===== config.mk =====
export PLATFORM = sky130hd
export DESIGN_NAME = ctrl_encoder
export DESIGN_NICKNAME = d
export VERILOG_FILES = /design/src/rtl/accel_pkg.sv /design/src/rtl/ctrl_cmd_fifo.sv /design/src/rtl/ctrl_encoder.sv
export SDC_FILE = /design/constraint.sdc
export NUM_CORES = 1
export LEC_CHECK = 0
export CORE_ASPECT_RATIO = 1.25
export CORE_MARGIN = 2
export CORE_UTILIZATION = 45
export CTS_CLUSTER_SIZE = 24
export DETAILED_ROUTE_END_ITERATION = 10
export SLEW_MARGIN = 20
export SYNTH_ARGS = -nofsm -noshare
export SYNTH_HDL_FRONTEND = slang
export SYNTH_HIERARCHICAL = 1
export SYNTH_SLANG_ARGS = --single-unit
export TNS_END_PERCENT = 100

===== constraint.sdc =====
create_clock -name clk -period 3.32 [get_ports clk]
set_input_delay 0.83 -clock clk [delete_from_list [all_inputs] [get_ports clk]]
set_output_delay 0.83 -clock clk [all_outputs]
set_load 0.01 [all_outputs]

===== src/rtl/accel_pkg.sv =====
// Shared accelerator control types, encoding constants and the control-word encoder
// used by both the command-side encoder and the decode stage.
package accel_pkg;

  localparam int ACCEL_UNIT_COUNT = 4;
  localparam int UNIT_ID_W        = 4;

  localparam logic [2:0] CTRL_OP_NOP     = 3'b000;
  localparam logic [2:0] CTRL_OP_LOAD    = 3'b001;
  localparam logic [2:0] CTRL_OP_STORE   = 3'b010;
  localparam logic [2:0] CTRL_OP_COMPUTE = 3'b011;
  localparam logic [2:0] CTRL_OP_COPY    = 3'b100;
  localparam logic [2:0] CTRL_OP_ADD_VEC = 3'b101;

  localparam logic [1:0] CTRL_COMP_ADD  = 2'b00;
  localparam logic [1:0] CTRL_COMP_MUL  = 2'b01;
  localparam logic [1:0] CTRL_COMP_TANH = 2'b10;
  localparam logic [1:0] CTRL_COMP_RELU = 2'b11;

  localparam int ERR_OP_BIT   = 1;
  localparam int ERR_UNIT_BIT = 0;

  typedef logic [UNIT_ID_W-1:0] unit_id_t;

  typedef struct packed {
    logic [2:0] op_code;
    logic [1:0] comp_type;
    unit_id_t   unit_id;
    unit_id_t   src_unit_id;
  } decoded_ctrl_t;

  typedef struct packed {
    logic [5:0] ctrl;
    unit_id_t   unit_id;
    unit_id_t   src_unit_id;
  } ctrl_packet_t;

  typedef struct packed {
    decoded_ctrl_t cmd;
    logic          bcast;
  } ctrl_fifo_entry_t;

  typedef enum logic [1:0] {
    ST_IDLE   = 2'd0,
    ST_ISSUE  = 2'd1,
    ST_EXPAND = 2'd2
  } enc_state_e;

  function automatic logic op_is_legal(input logic [2:0] op);
    return (op <= CTRL_OP_ADD_VEC);
  endfunction

  // COPY and ADD_VEC read a source unit, so they carry a meaningful src_unit_id.
  function automatic logic op_has_src(input logic [2:0] op);
    return (op == CTRL_OP_COPY) || (op == CTRL_OP_ADD_VEC);
  endfunction

  function automatic ctrl_packet_t encode_ctrl(input decoded_ctrl_t cmd, input unit_id_t uid);
    ctrl_packet_t pkt;
    logic [2:0]   op_bits;
    unique case (cmd.op_code)
      CTRL_OP_LOAD:    op_bits = CTRL_OP_LOAD;
      CTRL_OP_STORE:   op_bits = CTRL_OP_STORE;
      CTRL_OP_COMPUTE: op_bits = CTRL_OP_COMPUTE;
      CTRL_OP_COPY:    op_bits = CTRL_OP_COPY;
      CTRL_OP_ADD_VEC: op_bits = CTRL_OP_ADD_VEC;
      default:         op_bits = CTRL_OP_NOP;
    endcase
    pkt.ctrl        = {op_bits, cmd.comp_type, 1'b0};
    pkt.unit_id     = uid;
    pkt.src_unit_id = cmd.src_unit_id;
    return pkt;
  endfunction

endpackage


===== src/rtl/ctrl_cmd_fifo.sv =====
// Synchronous command FIFO; extra pointer MSB separates full from empty.
module ctrl_cmd_fifo #(
  parameter int  DEPTH = 4,
  parameter type T     = logic
) (
  input  logic clk,
  input  logic rst_n,
  input  logic wr_en,
  input  T     wr_data,
  input  logic rd_en,
  output T     rd_data,
  output logic full,
  output logic empty
);

  localparam int AW = $clog2(DEPTH);

  T               r_mem [DEPTH];
  logic [AW:0]    r_wptr;
  logic [AW:0]    r_rptr;

  always_ff @(posedge clk or negedge rst_n) begin
    if (!rst_n) begin
      r_wptr <= '0;
      r_rptr <= '0;
    end else begin
      if (wr_en) r_wptr <= r_wptr + 1'b1;
      if (rd_en) r_rptr <= r_rptr + 1'b1;
    end
  end

  always_ff @(posedge clk) begin
    if (wr_en) r_mem[r_wptr[AW-1:0]] <= wr_data;
  end

  assign rd_data = r_mem[r_rptr[AW-1:0]];
  assign empty   = (r_wptr == r_rptr);
  assign full    = (r_wptr[AW] != r_rptr[AW]) && (r_wptr[AW-1:0] == r_rptr[AW-1:0]);

endmodule


===== src/rtl/ctrl_encoder.sv =====
// Validates and buffers host control commands, encodes them into control packets and
// issues them over valid/ready, expanding broadcasts into one packet per eligible unit.
module ctrl_encoder
  import accel_pkg::*;
#(
  parameter int FIFO_DEPTH = 4,
  parameter int UNIT_COUNT = ACCEL_UNIT_COUNT
) (
  input  logic          clk,
  input  logic          rst_n,
  input  logic          cmd_valid,
  output logic          cmd_ready,
  input  decoded_ctrl_t cmd_in,
  input  logic          cmd_bcast,
  output logic          pkt_valid,
  input  logic          pkt_ready,
  output ctrl_packet_t  ctrl_packet,
  output logic          busy,
  output logic [1:0]    err_status,
  input  logic          err_clear
);

  localparam logic [UNIT_ID_W:0] LP_UC = (UNIT_ID_W+1)'(UNIT_COUNT);

  // First unit at or after 'from' that may receive a broadcast; >= LP_UC means none left.
  function automatic logic [UNIT_ID_W:0] first_elig(input logic [UNIT_ID_W:0] from,
                                                   input logic skip_en, input unit_id_t skip);
    logic [UNIT_ID_W:0] u;
    u = from;
    if (skip_en && (u == {1'b0, skip})) u = u + 1'b1;
    return u;
  endfunction

  enc_state_e         r_state, w_state_nxt;
  ctrl_packet_t       r_pkt, w_pkt_nxt;
  logic               r_pkt_valid, w_valid_nxt;
  decoded_ctrl_t      r_cmd, w_cmd_nxt;
  unit_id_t           r_unit_cnt, w_cnt_nxt;
  logic [1:0]         r_err;
  logic [1:0]         w_err_set;

  ctrl_fifo_entry_t   w_wr_entry, w_head;
  logic               w_full, w_empty, w_push, w_pop, w_load_head;
  logic               w_cmd_hs, w_pkt_hs, w_bad_op, w_bad_unit;
  logic [UNIT_ID_W:0] w_head_first, w_next_unit;

  assign w_cmd_hs   = cmd_valid && cmd_ready;
  assign w_pkt_hs   = r_pkt_valid && pkt_ready;
  assign w_bad_op   = !op_is_legal(cmd_in.op_code);
  assign w_bad_unit = (!cmd_bcast && ({1'b0, cmd_in.unit_id} >= LP_UC)) ||
                      (op_has_src(cmd_in.op_code) && ({1'b0, cmd_in.src_unit_id} >= LP_UC));
  assign w_push     = w_cmd_hs && !w_bad_op && !w_bad_unit;
  assign w_wr_entry = '{cmd: cmd_in, bcast: cmd_bcast};

  ctrl_cmd_fifo #(
    .DEPTH (FIFO_DEPTH),
    .T     (ctrl_fifo_entry_t)
  ) u_fifo (
    .clk     (clk),
    .rst_n   (rst_n),
    .wr_en   (w_push),
    .wr_data (w_wr_entry),
    .rd_en   (w_pop),
    .rd_data (w_head),
    .full    (w_full),
    .empty   (w_empty)
  );

  assign w_head_first = first_elig('0, op_has_src(w_head.cmd.op_code), w_head.cmd.src_unit_id);
  assign w_next_unit  = first_elig({1'b0, r_unit_cnt} + 1'b1, op_has_src(r_cmd.op_code),
                                   r_cmd.src_unit_id);

  always_ff @(posedge clk or negedge rst_n) begin
    if (!rst_n) begin
      r_state     <= ST_IDLE;
      r_pkt       <= '0;
      r_pkt_valid <= 1'b0;
      r_cmd       <= '0;
      r_unit_cnt  <= '0;
      r_err       <= '0;
    end else begin
      r_state     <= w_state_nxt;
      r_pkt       <= w_pkt_nxt;
      r_pkt_valid <= w_valid_nxt;
      r_cmd       <= w_cmd_nxt;
      r_unit_cnt  <= w_cnt_nxt;
      r_err       <= err_clear ? 2'b00 : (r_err | w_err_set);
    end
  end

  always_comb begin
    w_err_set               = '0;
    w_err_set[ERR_OP_BIT]   = w_cmd_hs && w_bad_op;
    w_err_set[ERR_UNIT_BIT] = w_cmd_hs && w_bad_unit;
  end

  always_comb begin
    w_state_nxt = r_state;
    w_pkt_nxt   = r_pkt;
    w_valid_nxt = r_pkt_valid;
    w_cmd_nxt   = r_cmd;
    w_cnt_nxt   = r_unit_cnt;
    w_pop       = 1'b0;
    w_load_head = 1'b0;

    unique case (r_state)
      ST_IDLE:   w_load_head = !w_empty;
      ST_ISSUE:  if (w_pkt_hs) w_load_head = !w_empty;
      ST_EXPAND: begin
        if (w_pkt_hs) begin
          if (w_next_unit < LP_UC) begin
            w_pkt_nxt = encode_ctrl(r_cmd, w_next_unit[UNIT_ID_W-1:0]);
            w_cnt_nxt = w_next_unit[UNIT_ID_W-1:0];
          end else begin
            w_load_head = !w_empty;
          end
        end
      end
      default:   w_state_nxt = ST_IDLE;
    endcase

    // A finished packet with nothing queued behind it drops back to idle.
    if ((r_state != ST_IDLE) && w_pkt_hs && !w_load_head &&
        !((r_state == ST_EXPAND) && (w_next_unit < LP_UC))) begin
      w_state_nxt = ST_IDLE;
      w_valid_nxt = 1'b0;
    end

    if (w_load_head) begin
      w_pop = 1'b1;
      if (!w_head.bcast) begin
        w_pkt_nxt   = encode_ctrl(w_head.cmd, w_head.cmd.unit_id);
        w_valid_nxt = 1'b1;
        w_state_nxt = ST_ISSUE;
      end else if (w_head_first < LP_UC) begin
        w_pkt_nxt   = encode_ctrl(w_head.cmd, w_head_first[UNIT_ID_W-1:0]);
        w_cmd_nxt   = w_head.cmd;
        w_cnt_nxt   = w_head_first[UNIT_ID_W-1:0];
        w_valid_nxt = 1'b1;
        w_state_nxt = ST_EXPAND;
      end else begin
        w_valid_nxt = 1'b0;
        w_state_nxt = ST_IDLE;
      end
    end
  end

  assign cmd_ready   = !w_full;
  assign pkt_valid   = r_pkt_valid;
  assign ctrl_packet = r_pkt;
  assign busy        = !w_empty || r_pkt_valid || (r_state != ST_IDLE);
  assign err_status  = r_err;

endmodule


==> results of run 1 <==
Yosys cell counts, drive strengths merged, types with 2 or more instances:
| master | instances |
|---|---|
| inv | 13 |
| nand3 | 6 |
| nor4 | 2 |
| and2 | 5 |
| nand2b | 2 |
| ha | 12 |
| dfrtp | 37 |
| nor3 | 3 |
| mux2 | 25 |
| a211oi | 2 |
| nor3b | 5 |
| mux4 | 14 |
| nand2 | 13 |
| a21oi | 4 |
| o21ai | 4 |
| nor2 | 9 |
| buf | 9 |
| nand4 | 3 |
| xnor2 | 8 |
| xor2 | 9 |
| a31oi | 3 |
| edfxtp | 56 |
| a21o | 2 |
| nand3b | 2 |
| nor2b | 4 |
| mux2i | 12 |
per-stage QoR:
step / hold slack (ps) / total power [mW] / setup slack [ps]
final: 487.9 / 4.692 / 242.0
after global routing: 502.0 / 4.998 / 77.91
after CTS: 488.8 / 4.769 / 227.4
after detailed placement: 476.4 / 3.806 / 226.9
after global placement: 474.5 / 3.783 / 273.3
after floorplan: 461.9 / 3.176 / 492.8
cell type report:
class / count / area (sq um)
clock buffer: 9 / 225.2
clock inverter: 7 / 50.05
multi-input combinational: 157 / 1559
sequential: 93 / 2608
tap: 123 / 153.9
timing repair buffer: 49 / 503.0
fill: 751 / 4075
inverter: 13 / 48.80
cells in the final DEF (no fill, tap or decap), types with 2 or more instances in the layout:
| master | instances |
|---|---|
| nor3_1 | 2 |
| dfrtp_1 | 37 |
| xnor2_1 | 8 |
| mux4_1 | 6 |
| nor2b_1 | 4 |
| mux2i_1 | 12 |
| a21o_1 | 2 |
| clkdlybuf4s50_1 | 35 |
| nor4_4 | 2 |
| nand3b_1 | 2 |
| ha_1 | 12 |
| clkinvlp_4 | 2 |
| nand3_1 | 5 |
| a31oi_1 | 2 |
| nor2_1 | 9 |
| o21ai_0 | 4 |
| inv_1 | 13 |
| a211oi_1 | 2 |
| clkinv_4 | 2 |
| nand2_1 | 13 |
| and2_1 | 5 |
| mux4_2 | 8 |
| mux2_4 | 7 |
| buf_4 | 9 |
| clkbuf_16 | 9 |
| xor2_1 | 9 |
| nand2b_1 | 2 |
| nand4_1 | 3 |
| buf_12 | 4 |
| edfxtp_1 | 56 |
| mux2_2 | 18 |
| nor3b_1 | 5 |
| a21oi_1 | 4 |
path summary, 6_finish.rpt:
kind                                       start                to  slack [ps]  cells after the start
worst max-delay path               r_unit_cnt[0]   ctrl_packet[12]         240                     10
worst min-delay path            u_fifo/r_wptr[2]  u_fifo/r_wptr[2]         490                      1
worst max register to register     r_unit_cnt[0]   ctrl_packet[12]         240                     10
worst min register to register  u_fifo/r_wptr[2]  u_fifo/r_wptr[2]         490                      1
max in group asynchronous                  rst_n  u_fifo/r_rptr[1]        2130                      1
min in group asynchronous                  rst_n     err_status[1]         610                      1
report_power, final:
group / internal (mW) / switching [mW] / total (mW) / leakage, nW
Clock: 0.508 / 0.427 / 0.935 / 0.129
Combinational: 1.12 / 0.941 / 2.06 / 0.869
Sequential: 1.51 / 0.186 / 1.70 / 0.961
Total: 3.14 / 1.55 / 4.69 / 1.96
logic make-up (layout without fill, tap and decap cells):
family | count (synthesis) | in the layout | synth area share
other | 1 | 1 | 0.0008710
flip-flops | 93 | 93 | 0.6056
buffers and inverters | 22 | 78 | 0.03226
AND/OR/NAND/NOR | 57 | 57 | 0.08195
XOR/XNOR | 17 | 17 | 0.03458
AO/OA/AOI/OAI | 19 | 19 | 0.03197
adder cells (fa/ha/maj) | 12 | 12 | 0.03487
multiplexers | 51 | 51 | 0.1779
state kept, by name, summed over array words and instances (netlist names):
| register | count |
|---|---|
| ctrl_packet | 13 |
| err_status | 2 |
| pkt_valid | 1 |
| r_cmd | 9 |
| r_state | 2 |
| r_unit_cnt | 4 |
| u_fifo/r_mem | 56 |
| u_fifo/r_rptr | 3 |
| u_fifo/r_wptr | 3 |
metal layers:
layer	routed length, microns	up-vias	global-route usage
met5	0	-	0
met4	114	0	0.06667
met3	185	8	0.03462
met2	3946	32	0.2794
met1	3438	1193	0.2017
li1	-	1129	-
==> key figures, run 1 <==
Run status
  • Outcome: finished clean

Synth
  • Area leader, netlist: edfxtp_1
  • Post-synth top area share: 0.3906
  • Fraction of registers with async set/reset: 0.3978
  • Register area share after synthesis: 0.6056
  • Synth Cell Area: roughly 4300 sq um
  • Post-synth EDFFs: 56
  • Unique cell type count in the Yosys netlist: 43
  • Yosys Warn Count: 6
  • Largest cells by area after synthesis: edfxtp_1 (39%), dfrtp_1 (22%), mux2_2 (4.7%)
  • Most used DFF post-synth: edfxtp_1
  • Mapped Cells: approximately 270
  • Synth Register Bits: 93
  • Syn_nets: 303
  • Synth Area per Inst: between 15 and 20 sq um

STA
  • Slew HR: 0.3985
  • Clock skew: 5.449 ps
  • RSZ-0062 raised after global routing: false
  • Fmax: 324.9 MHz
  • Worst-margin pin slew: 902.3 ps
  • Final setup violating endpoints: 0
  • Final period utilization: 0.9271
  • Total negative slack: 0 ps
  • Final hold violations: 0
  • Final Max Slew Viols: 0
  • Min Tclk post-route: 3078 ps

Setup path
  • Critical-path cell with the highest stage delay: dfrtp_1
  • Worst path bufs/invs: 2
  • Worst path max stage delay: 460 ps
  • Crit path max fanout: 7
  • Crit Path Category: flop to flop
  • Startpoint class of the critical path: flop
  • Crit path cell chain: inv_1 -> ha_1 -> xor2_1 -> o211ai_1 -> nor4_4 -> mux2i_1 -> a31oi_4 -> nor3_4 -> buf_4 -> mux2_2
  • Critical Path End Type: flop
  • Worst EP arrival: between 3000 and 4000 ps
  • WP data required: 3540 ps
  • Worst path top cell family by delay: multiplexers

Hold path
  • HP Class: flop to flop

Drt
  • Via-per-instance ratio: 5.237
  • Drt pass-1 iters: 4
  • Routed length per instance: ~17 microns
  • DR DRC count: 0
  • Final WL: just under 8000 microns
  • Initial DRC count: 73
  • ANT nets after route: 0
  • DR vias: around 2400

Clock tree
  • TritonCTS Sinks: 93
  • Post-CTS Resized: 0
  • H-tree depth: 3
  • Max clock buf depth: 2
  • TritonCTS Buffers: 9
  • CTS Hold Bufs: 0
  • CTS tree: built
  • Clk Latency, worst-skew pair: between 300 and 400 ps
  • Setup bufs post-CTS: 0
  • Clock Tree Root: clkbuf_16
  • Reg clk slew, reported paths: roughly 70 ps

Power and ir drop
  • Pleak: approximately 2.0 nW
  • PwrDens: 911.6 nW/um^2
  • Peak supply drop: 0.3804 mV

Die
  • Core Footprint: about 9200 sq um
  • IO Count: 38
  • Die area: 10370 sq um
  • Die H: around 110 microns
  • Die X: between 90 and 100 microns
  • Number of cell rows: 39
  • Initial Util: 0.4668

Final layout
  • Share of cells above drive strength 1: 0.2043
  • NumNets Final: ~350
  • Fin cells: around 450
  • Design area: about 5000 sq um
  • Utilization after layout: 0.5581
  • Area Overhead vs Synth: 19.56%
  • Diode count: 0

Placed design
  • Placer Congestion: 0.8270
  • Dpl cell area: around 4900 sq um
  • HPWL Detailed: around 5300 microns
  • Placed insts: 435
  • # port buffers: 36

Global routing
  • Initial antenna violation count: 0
  • First-pass GRT wire length: around 13000 microns
  • Gr usage total: 0.1633
  • Largest net degree at the start of global routing: 38
  • Vias in the first global route: approximately 2400
  • Total gr overflow: 0

Flow run
  • Max Cap Viol: 0
(Power assumes the default switching activity.)
==> run 2, diff against run 1 <==
- CORE_UTILIZATION: 45 -> 50
- PLACE_DENSITY: unset -> 0.71
==> key figures, run 2 (synthesis gave the netlist of run 1 again) <==
Drt
  • DR vias: between 2000 and 2500
  • Routed length per instance: roughly 17 microns
  • Initial DRC count: about 110
  • ANT nets after route: 0
  • DR DRC count: 0
  • Via-per-instance ratio: ~5.6
  • Final WL: about 7300 microns
  • Drt pass-1 iters: 4

Clock tree
  • H-tree depth: 3
  • TritonCTS Sinks: just over 90
  • CTS tree: built
  • Clk Latency, worst-skew pair: 360 ps
  • Reg clk slew, reported paths: ~90 ps
  • TritonCTS Buffers: 9
  • Clock Tree Root: clkbuf_8
  • Max clock buf depth: 2

Final layout
  • Area Overhead vs Synth: 15.95%
  • Diode count: 0
  • Area occupied by registers: between 2000 and 3000 sq um
  • Fillers: approximately 640
  • Commonest non-fill, non-tap cell in the layout: edfxtp_1
  • Most frequent cells in the layout: edfxtp_1 (56), dfrtp_1 (37), clkdlybuf4s50_1 (35)
  • Share of cells above drive strength 1: 0.1963
  • Multi-input gate area: ~1600 sq um
  • Fin cells: between 400 and 500
  • Max reg flops: 56
  • Design area: between 4000 and 5000 sq um
  • NumNets Final: approximately 350

Global routing
  • Gr usage total: 0.1740
  • Initial antenna violation count: 0
  • Vias in the first global route: 2468
  • Total gr overflow: 0
  • First-pass GRT wire length: approximately 12000 microns
  • Largest net degree at the start of global routing: 38

Die
  • Initial Util: 0.5196
  • Core Footprint: just over 8000 sq um
  • Die X: 87.00 microns
  • IO Count: 38
  • Die H: around 110 microns
  • Die area: around 9400 sq um
  • Number of cell rows: 37

Setup path
  • R2r setup slk: 260 ps
  • WP data required: around 3600 ps
  • Reg-to-Reg End: r_cmd[1]
  • Worst EP arrival: approximately 3300 ps
  • Critical R2R Launch: r_unit_cnt[0]
  • Crit path max fanout: 14
  • Crit Path Category: flop to flop
  • Startpoint class of the critical path: flop
  • Critical Path End Type: flop
  • Register-to-Register Path Depth: 10

STA
  • Fmax: around 330 MHz
  • Total negative slack: 0 ps
  • Final setup violating endpoints: 0
  • WHS: approximately 490 ps
  • Min Tclk post-route: 3062 ps
  • Final Max Slew Viols: 0
  • Clock skew: 15.62 ps
  • RSZ-0062 raised after global routing: false
  • Final hold violations: 0
  • Final period utilization: 0.9223
  • Worst-margin pin slew: just under 900 ps
  • Slew HR: 0.4142

Hold path
  • Worst Hold Depth: 1
  • HP Class: flop to flop
  • Hold-critical path endpoint: u_fifo/r_rptr[2]
  • Hold_sp: u_fifo/r_rptr[2]

Placed design
  • # port buffers: 36
  • HPWL Detailed: ~5000 microns
  • Dpl cell area: 4775 sq um
  • Placer Congestion: roughly 0.75
  • Placed insts: about 410

Power and ir drop
  • Pleak: roughly 1.9 nW
  • PwrDens: about 890 nW/um^2
  • Peak supply drop: about 0.46 mV

Flow run
  • Max Cap Viol: 0

Run status
  • Outcome: finished clean
-- run 2: worst max-delay path: stages, from the launching register on --
cell	delay [ps]
dfrtp_1	460
inv_1	130
ha_1	360
nor4bb_1	420
and4_1	280
a211oi_1	60
mux2i_1	280
a31oi_4	160
nor4_4	140
buf_4	290
mux2_2	360
-- run 2: cell type report --
type | count | area share
timing repair buffer | 47 | 0.08772
multi-input combinational | 157 | 0.3130
clock inverter | 6 | 0.01729
sequential | 93 | 0.5223
clock buffer | 10 | 0.02556
tap | 97 | 0.02431
inverter | 13 | 0.009774
-- run 2: timing repair --
item	CTS	global route
buffers inserted	0	0
hold buffers	0	0
resized for setup	0	1
endpoints found under the setup margin	0	2
-- run 2: power by group --
| group | total, mW | switching (mW) | internal, mW |
|---|---|---|---|
| clock network | 0.803 | 0.378 | 0.425 |
| logic | 1.96 | 0.915 | 1.05 |
| registers | 1.69 | 0.183 | 1.51 |
| total | 4.46 | 1.48 | 2.98 |
-- run 2: metrics by stage --
stage                     setup WS [ps]  total power, mW  utilization
after floorplan                   492.8            3.176            -
after global placement            305.7            3.648       0.5762
after CTS                         252.3            4.510       0.6020
after detailed placement          266.4            3.692       0.5762
after global routing              16.10            4.739       0.6024
final                             258.0            4.458       0.6024
-- run 2: how the worst max path moves through the flow --
stage             startpoint          endpoint  slack, ps  cells past startpoint
4_1_cts        r_unit_cnt[0]          r_cmd[2]        250                      9
5_1_grt        r_unit_cnt[0]          r_cmd[0]         20                     10
3_5_place_dp   r_unit_cnt[0]          r_cmd[8]        270                      9
3_3_place_gp       pkt_ready    ctrl_packet[9]        310                      7
6_report       r_unit_cnt[0]          r_cmd[1]        260                     10
2_1_floorplan  r_unit_cnt[0]  u_fifo/r_rptr[1]        490                     10
-- run 2: per-layer routing --
metal / part of all wire / global-route usage / wire length (microns)
met5: 0 / 0 / 0
met3: 0.031 / 0.03988 / 230
met4: 0.015 / 0.06027 / 107
met1: 0.44 / 0.2193 / 3228
met2: 0.51 / 0.2933 / 3778
==> RTL change 1 (settings of run 2) <==
Re-encode `enc_state_e` (3 states) as one-hot, 3 bits wide.
--- a/src/rtl/accel_pkg.sv
+++ b/src/rtl/accel_pkg.sv
@@ -41,8 +41,8 @@
   } ctrl_fifo_entry_t;
 
-  typedef enum logic [1:0] {
-    ST_IDLE   = 2'd0,
-    ST_ISSUE  = 2'd1,
-    ST_EXPAND = 2'd2
+  typedef enum logic [2:0] {
+    ST_IDLE   = 3'b001,
+    ST_ISSUE  = 3'b010,
+    ST_EXPAND = 3'b100
   } enc_state_e;
 
Function: no difference found for any inputs over 4 cycles, from zero or initial values and one cycle with rst_n low; so few cycles prove little.
==> RTL change 1 against run 2 <==
Area after synthesis up 0.26%. Die area increased by 0.26%. Register-to-register slack gained 280 ps. Wire length grew 9.9%. Sequential cell count grew 1. Worst hold slack improved by 9.8 ps. Combinational power fell by 4%. Design area down 0.83%. Clock skew down 6.6 ps. Highest routed layer unchanged. Worst setup slack worse by 68 ps. Total power down 4.2%. Via count rose by 9.0%. Critical path type is now reg2out. Critical path depth decreased by 6.
==> RTL change 1: results (changes against run 2) <==
| Metric | Value |
|---|---|
| Part of the Yosys area used for sequential elements | `61.0% (+0.45 points)` |
| Final setup viols | `0 (unchanged)` |
| H-tree levels | `3 (unchanged)` |
| Post-Synth XOR/XNOR Area | `3.57% (+0.11 points)` |
| Max FO, Critical Path | `5 (-9)` |
| Crit. Startpoint | `u_fifo/r_wptr[0]$_DFFE_PN0P_` |
| Skew final | `9.04 ps (-6.58 ps)` |
| Pin count of the biggest net entering global routing | `39 (+2.6%)` |
| Lkg Pwr | `1.92 nW (+0.13%)` |
| Final nets | `361 (+2.6%)` |
| FILL cells | `672 (+5.2%)` |
| Async SR Flop Fraction | `40.4% (+0.64 points)` |
| Status | `complete, no violations` |
| Peak supply drop | `0.000344 V (-26%)` |
| First-pass GRT wire length | `13.2 mm (+9.0%)` |
| Mux cell area share after synthesis | `11.8% (-6.0 points)` |
| HPWL Detailed | `5.64 mm (+13%)` |
| FF-to-FF Start | `r_unit_cnt[1]$_DFF_PN0_` |
| Post-synth top cells | `edfxtp_1, dfrtp_1, and3_1, nand2_1` |
| Total global-route track usage | `18.7% (+1.3 points)` |
| Post-synth cell types | `55 (+28%)` |
| DR iter-0 viols | `177 (+64%)` |
| Clock Latency Late Sink | `360 ps (about the same)` |
| Largest cells by area after synthesis | `edfxtp_1, dfrtp_1, mux4_2` |
| Wirelength, routed | `8.07 mm (+9.9%)` |
| Adder-Cell Fraction of Synth Area | `2.61% (-0.88 points)` |
| Reg-to-reg endpoint | `r_cmd[11]$_DFFE_PN0P_` |
| Vias in the first global route | `2533 (+2.6%)` |
| Via/cell ratio | `5.91 (+6.0%)` |
| CP Capture Point | `busy` |
| Complex-gate fraction of the synthesized area | `7.10% (+3.9 points)` |
| Worst slew pin tran | `857 ps (-21.6 ps)` |
| Worst-case reg-to-reg path depth | `9 (-1)` |
| Dpl ws | `201 ps (-65.4 ps)` |
| R2R setup slack | `540 ps (+280 ps)` |
-- RTL change 1: worst min-delay path by stage --
| stage | to | depth (start not counted) | slack (ps) | startpoint |
|---|---|---|---|---|
| after floorplan | u_fifo/r_wptr[2]$_DFFE_PN0P_ | 1 | 460 | u_fifo/r_wptr[2]$_DFFE_PN0P_ |
| after global placement | u_fifo/r_wptr[2]$_DFFE_PN0P_ | 1 | 470 | u_fifo/r_wptr[2]$_DFFE_PN0P_ |
| after detailed placement | u_fifo/r_wptr[2]$_DFFE_PN0P_ | 1 | 490 | u_fifo/r_wptr[2]$_DFFE_PN0P_ |
| after CTS | u_fifo/r_wptr[2]$_DFFE_PN0P_ | 1 | 510 | u_fifo/r_wptr[2]$_DFFE_PN0P_ |
| after global routing | u_fifo/r_rptr[2]$_DFFE_PN0P_ | 1 | 530 | u_fifo/r_rptr[2]$_DFFE_PN0P_ |
| final | err_status[1]$_DFF_PN0_ | 2 | 500 | err_status[1]$_DFF_PN0_ |
-- RTL change 1: metal layers --
layer | global-route usage, % | part of all wire [%] | up-vias
met5 | 0 | 0 | -
met4 | 6.92 | 1.4 | 0
met3 | 3.30 | 2.6 | 9
met2 | 30.5 | 51 | 41
met1 | 25.1 | 45 | 1325
li1 | - | - | 1194
-- RTL change 1: kinds of logic (layout without fill, tap and decap cells) --
family / count (synthesis) / count (layout)
AOI/OAI and AO/OA: 42 / 42
xor gates and xnor gates: 16 / 16
adders and majority gates: 9 / 9
buffers and inverters: 21 / 73
DFF: 94 / 94
muxes: 27 / 27
other: 1 / 1
and+or+nand+nor: 76 / 76
-- RTL change 1: cell type report --
type	instances	share of cell area (%)
clock buffers	12	2.73
clock inverters	4	0.531
multi-input cells	171	31.3
well taps	97	2.45
flip-flops and latches	94	53.2
inverters	8	0.607
repair buffers	49	9.15
-- RTL change 1: critical path: stages (launching register included) --
cell and delay (ps):
dfrtp_1 450, xor2_1 180, nor3b_1 350, or3b_2 480, clkdlybuf4s50_1 490
-- RTL change 1: report_power, final --
group	switching [mW]	total (mW)	internal (mW)
Sequential	0.197	1.72	1.53
Combinational	0.911	1.89	0.978
Clock	0.382	0.654	0.272
-- RTL change 1: stage by stage --
stage,std cells,cell area (um^2),hold WS [ps],power [mW],utilization (%)
5_1_grt,435,4950,534,4.56,59.4
6_report,435,4950,503,4.27,59.4
3_3_place_gp,419,4790,475,3.59,57.5
2_1_floorplan,286,4320,462,3.11,-
3_5_place_dp,419,4790,490,3.65,57.5
4_1_cts,435,4950,507,4.30,59.4
==> RTL change 2 (config.mk and constraints of run 2) <==
Without the edit above. Set the package constant `UNIT_ID_W` to 5 (it was 4).
--- a/src/rtl/accel_pkg.sv
+++ b/src/rtl/accel_pkg.sv
@@ -4,5 +4,5 @@
 
   localparam int ACCEL_UNIT_COUNT = 4;
-  localparam int UNIT_ID_W        = 4;
+  localparam int UNIT_ID_W        = 5;
 
   localparam logic [2:0] CTRL_OP_NOP     = 3'b000;
Interface: changed (resized cmd_in and ctrl_packet); port bits go from 38 to 42. The function was not compared with the original's and may differ.
==> RTL change 2 against run 2 <==
Area after synthesis increased by 12%. Design area increased by 17%. Wire length increased by 21%. Count of clock-buffer cells in the layout unchanged. Worst hold slack got worse by 6.1 ps. Combinational power increased by 21%. Core utilization increased by 0.97 points. First-iteration DRC count increased by 37%. Sequential cell count increased by 12. Non-clock buffer count increased by 20. Critical endpoint is now ctrl_packet[15]$_DFFE_PN0P_. Cell count increased by 19%. Total power increased by 17%. Critical path type unchanged. Worst setup slack got worse by 180 ps.
==> RTL change 2: results (changes against run 2) <==
| Metric | Value |
|---|---|
| Hold wc startpoint | `r_cmd[11]$_DFFE_PN0P_` |
| Async SR Flop Fraction | `39.0% (-0.74 points)` |
| FF+latch area | `2950 um^2 (+13%)` |
| Fin cells | `502 (+19%)` |
| Number of synthesized flops with an enable pin | `64 (+14%)` |
| Lkg Pwr | `2.29 nW (+20%)` |
| Net Sw Power | `1.74 mW (+18%)` |
| Part of the Yosys area used for sequential elements | `61.3% (+0.74 points)` |
| FF-to-FF Start | `r_unit_cnt[0]$_DFF_PN0_` |
| Placer Congestion | `0.848 (+12%)` |
| Met3 global-route usage | `3.43% (-0.55 points)` |
| Initial antenna violation count | `0 (unchanged)` |
| HPWL Detailed | `6.26 mm (+26%)` |
| DR WL met3 | `252 um (+9.6%)` |
| Met2 Usage GRT | `32.5% (+3.2 points)` |
| Peak supply drop | `0.000405 V (-13%)` |
| Max-slew violation count | `0 (unchanged)` |
| Fin crit share | `97.7% (+5.5 points)` |
| Placed instance area | `5460 um^2 (+14%)` |
| Met1 usage | `22.0% (+0.037 points)` |
| Largest cells by area after synthesis | `edfxtp_1, dfrtp_1, mux4_1` |
| Max reg flops | `64 (+14%)` |
| Vias | `2702 (+15%)` |
| WP data arrival | `3470 ps (+150 ps)` |
| R2R setup slack | `80 ps (-180 ps)` |
| Pin count of the biggest net entering global routing | `42 (+11%)` |
| Relative slew slack | `38.2% (-3.2 points)` |
| Wirelength, routed | `8.86 mm (+21%)` |
| Pwr dens | `898 nW/um^2 (+0.53%)` |
| CP Capture Point | `ctrl_packet[15]$_DFFE_PN0P_` |
| Worst path slowest cell | `or4b_4` |
| Vias in the first global route | `2826 (+15%)` |
| Routed length on met2 | `4.84 mm (+28%)` |
| Layout cells sized above 1 | `20.7% (+1.1 points)` |
| Final nets | `405 (+15%)` |
| Post-synth top cells | `edfxtp_1, dfrtp_1, mux2_2` |
| Syn Nets | `338 (+12%)` |
| Skew final | `4.59 ps (-11.0 ps)` |
| Dpl ws | `-0.611 ps (-267 ps)` |
| M1 WL | `3.66 mm (+13%)` |
| Max FO, Critical Path | `9 (-5)` |
| Comb. pwr | `2.37 mW (+21%)` |
| FILL cells | `730 (+14%)` |
| DR iter-0 viols | `148 (+37%)` |
| Worst-case reg-to-reg path depth | `9 (-1)` |
| Seq pwr | `1.89 mW (+12%)` |
| Total global-route track usage | `18.1% (+0.71 points)` |
| First-pass GRT wire length | `14.3 mm (+18%)` |
| Worst-path clk slew | `70 ps (-20 ps)` |
| Worst Hold Margin | `487 ps (-6.06 ps)` |
| Slowest cell delay on critical path | `540 ps (+80 ps)` |
| Synthesized instance count | `304 (+12%)` |
| Post-synth cell types | `53 (+23%)` |
| Placed insts | `476 (+17%)` |
| Status | `complete, no violations` |
| Clock Tree Root | `clkbuf_16` |
| Hold Path End | `r_cmd[11]$_DFFE_PN0P_` |
| I/O Buffers | `40 (+11%)` |
[RTL change 2: layout make-up]
class | instances | share of cell area, %
Timing Repair Buffer | 67 | 10.7
Sequential cell | 105 | 50.6
Multi-Input combinational cell | 174 | 30.4
Clock buffer | 10 | 3.93
Clock inverter | 6 | 0.752
Inverter | 14 | 0.903
Tap cell | 126 | 2.71
[RTL change 2: cell families (layout without fill, tap and decap cells)]
family,after synthesis,after routing,share of synthesized area (%)
adder cells (fa/ha/maj),13,13,3.38
flip-flops,105,105,61.3
AND/OR/NAND/NOR,61,61,7.00
XOR/XNOR,17,17,3.41
buffers and inverters,25,97,2.84
AO/OA/AOI/OAI,25,25,4.42
other,1,1,0.0780
multiplexers,57,57,17.6
[RTL change 2: worst register-to-register path, delay by kind of cell (launching register included)]
kind	cells	cell delay [ps]
compound gates	3	840
flops	1	410
buf+inv	2	270
fa+ha+maj	1	220
mux	1	340
simple gates	2	1050
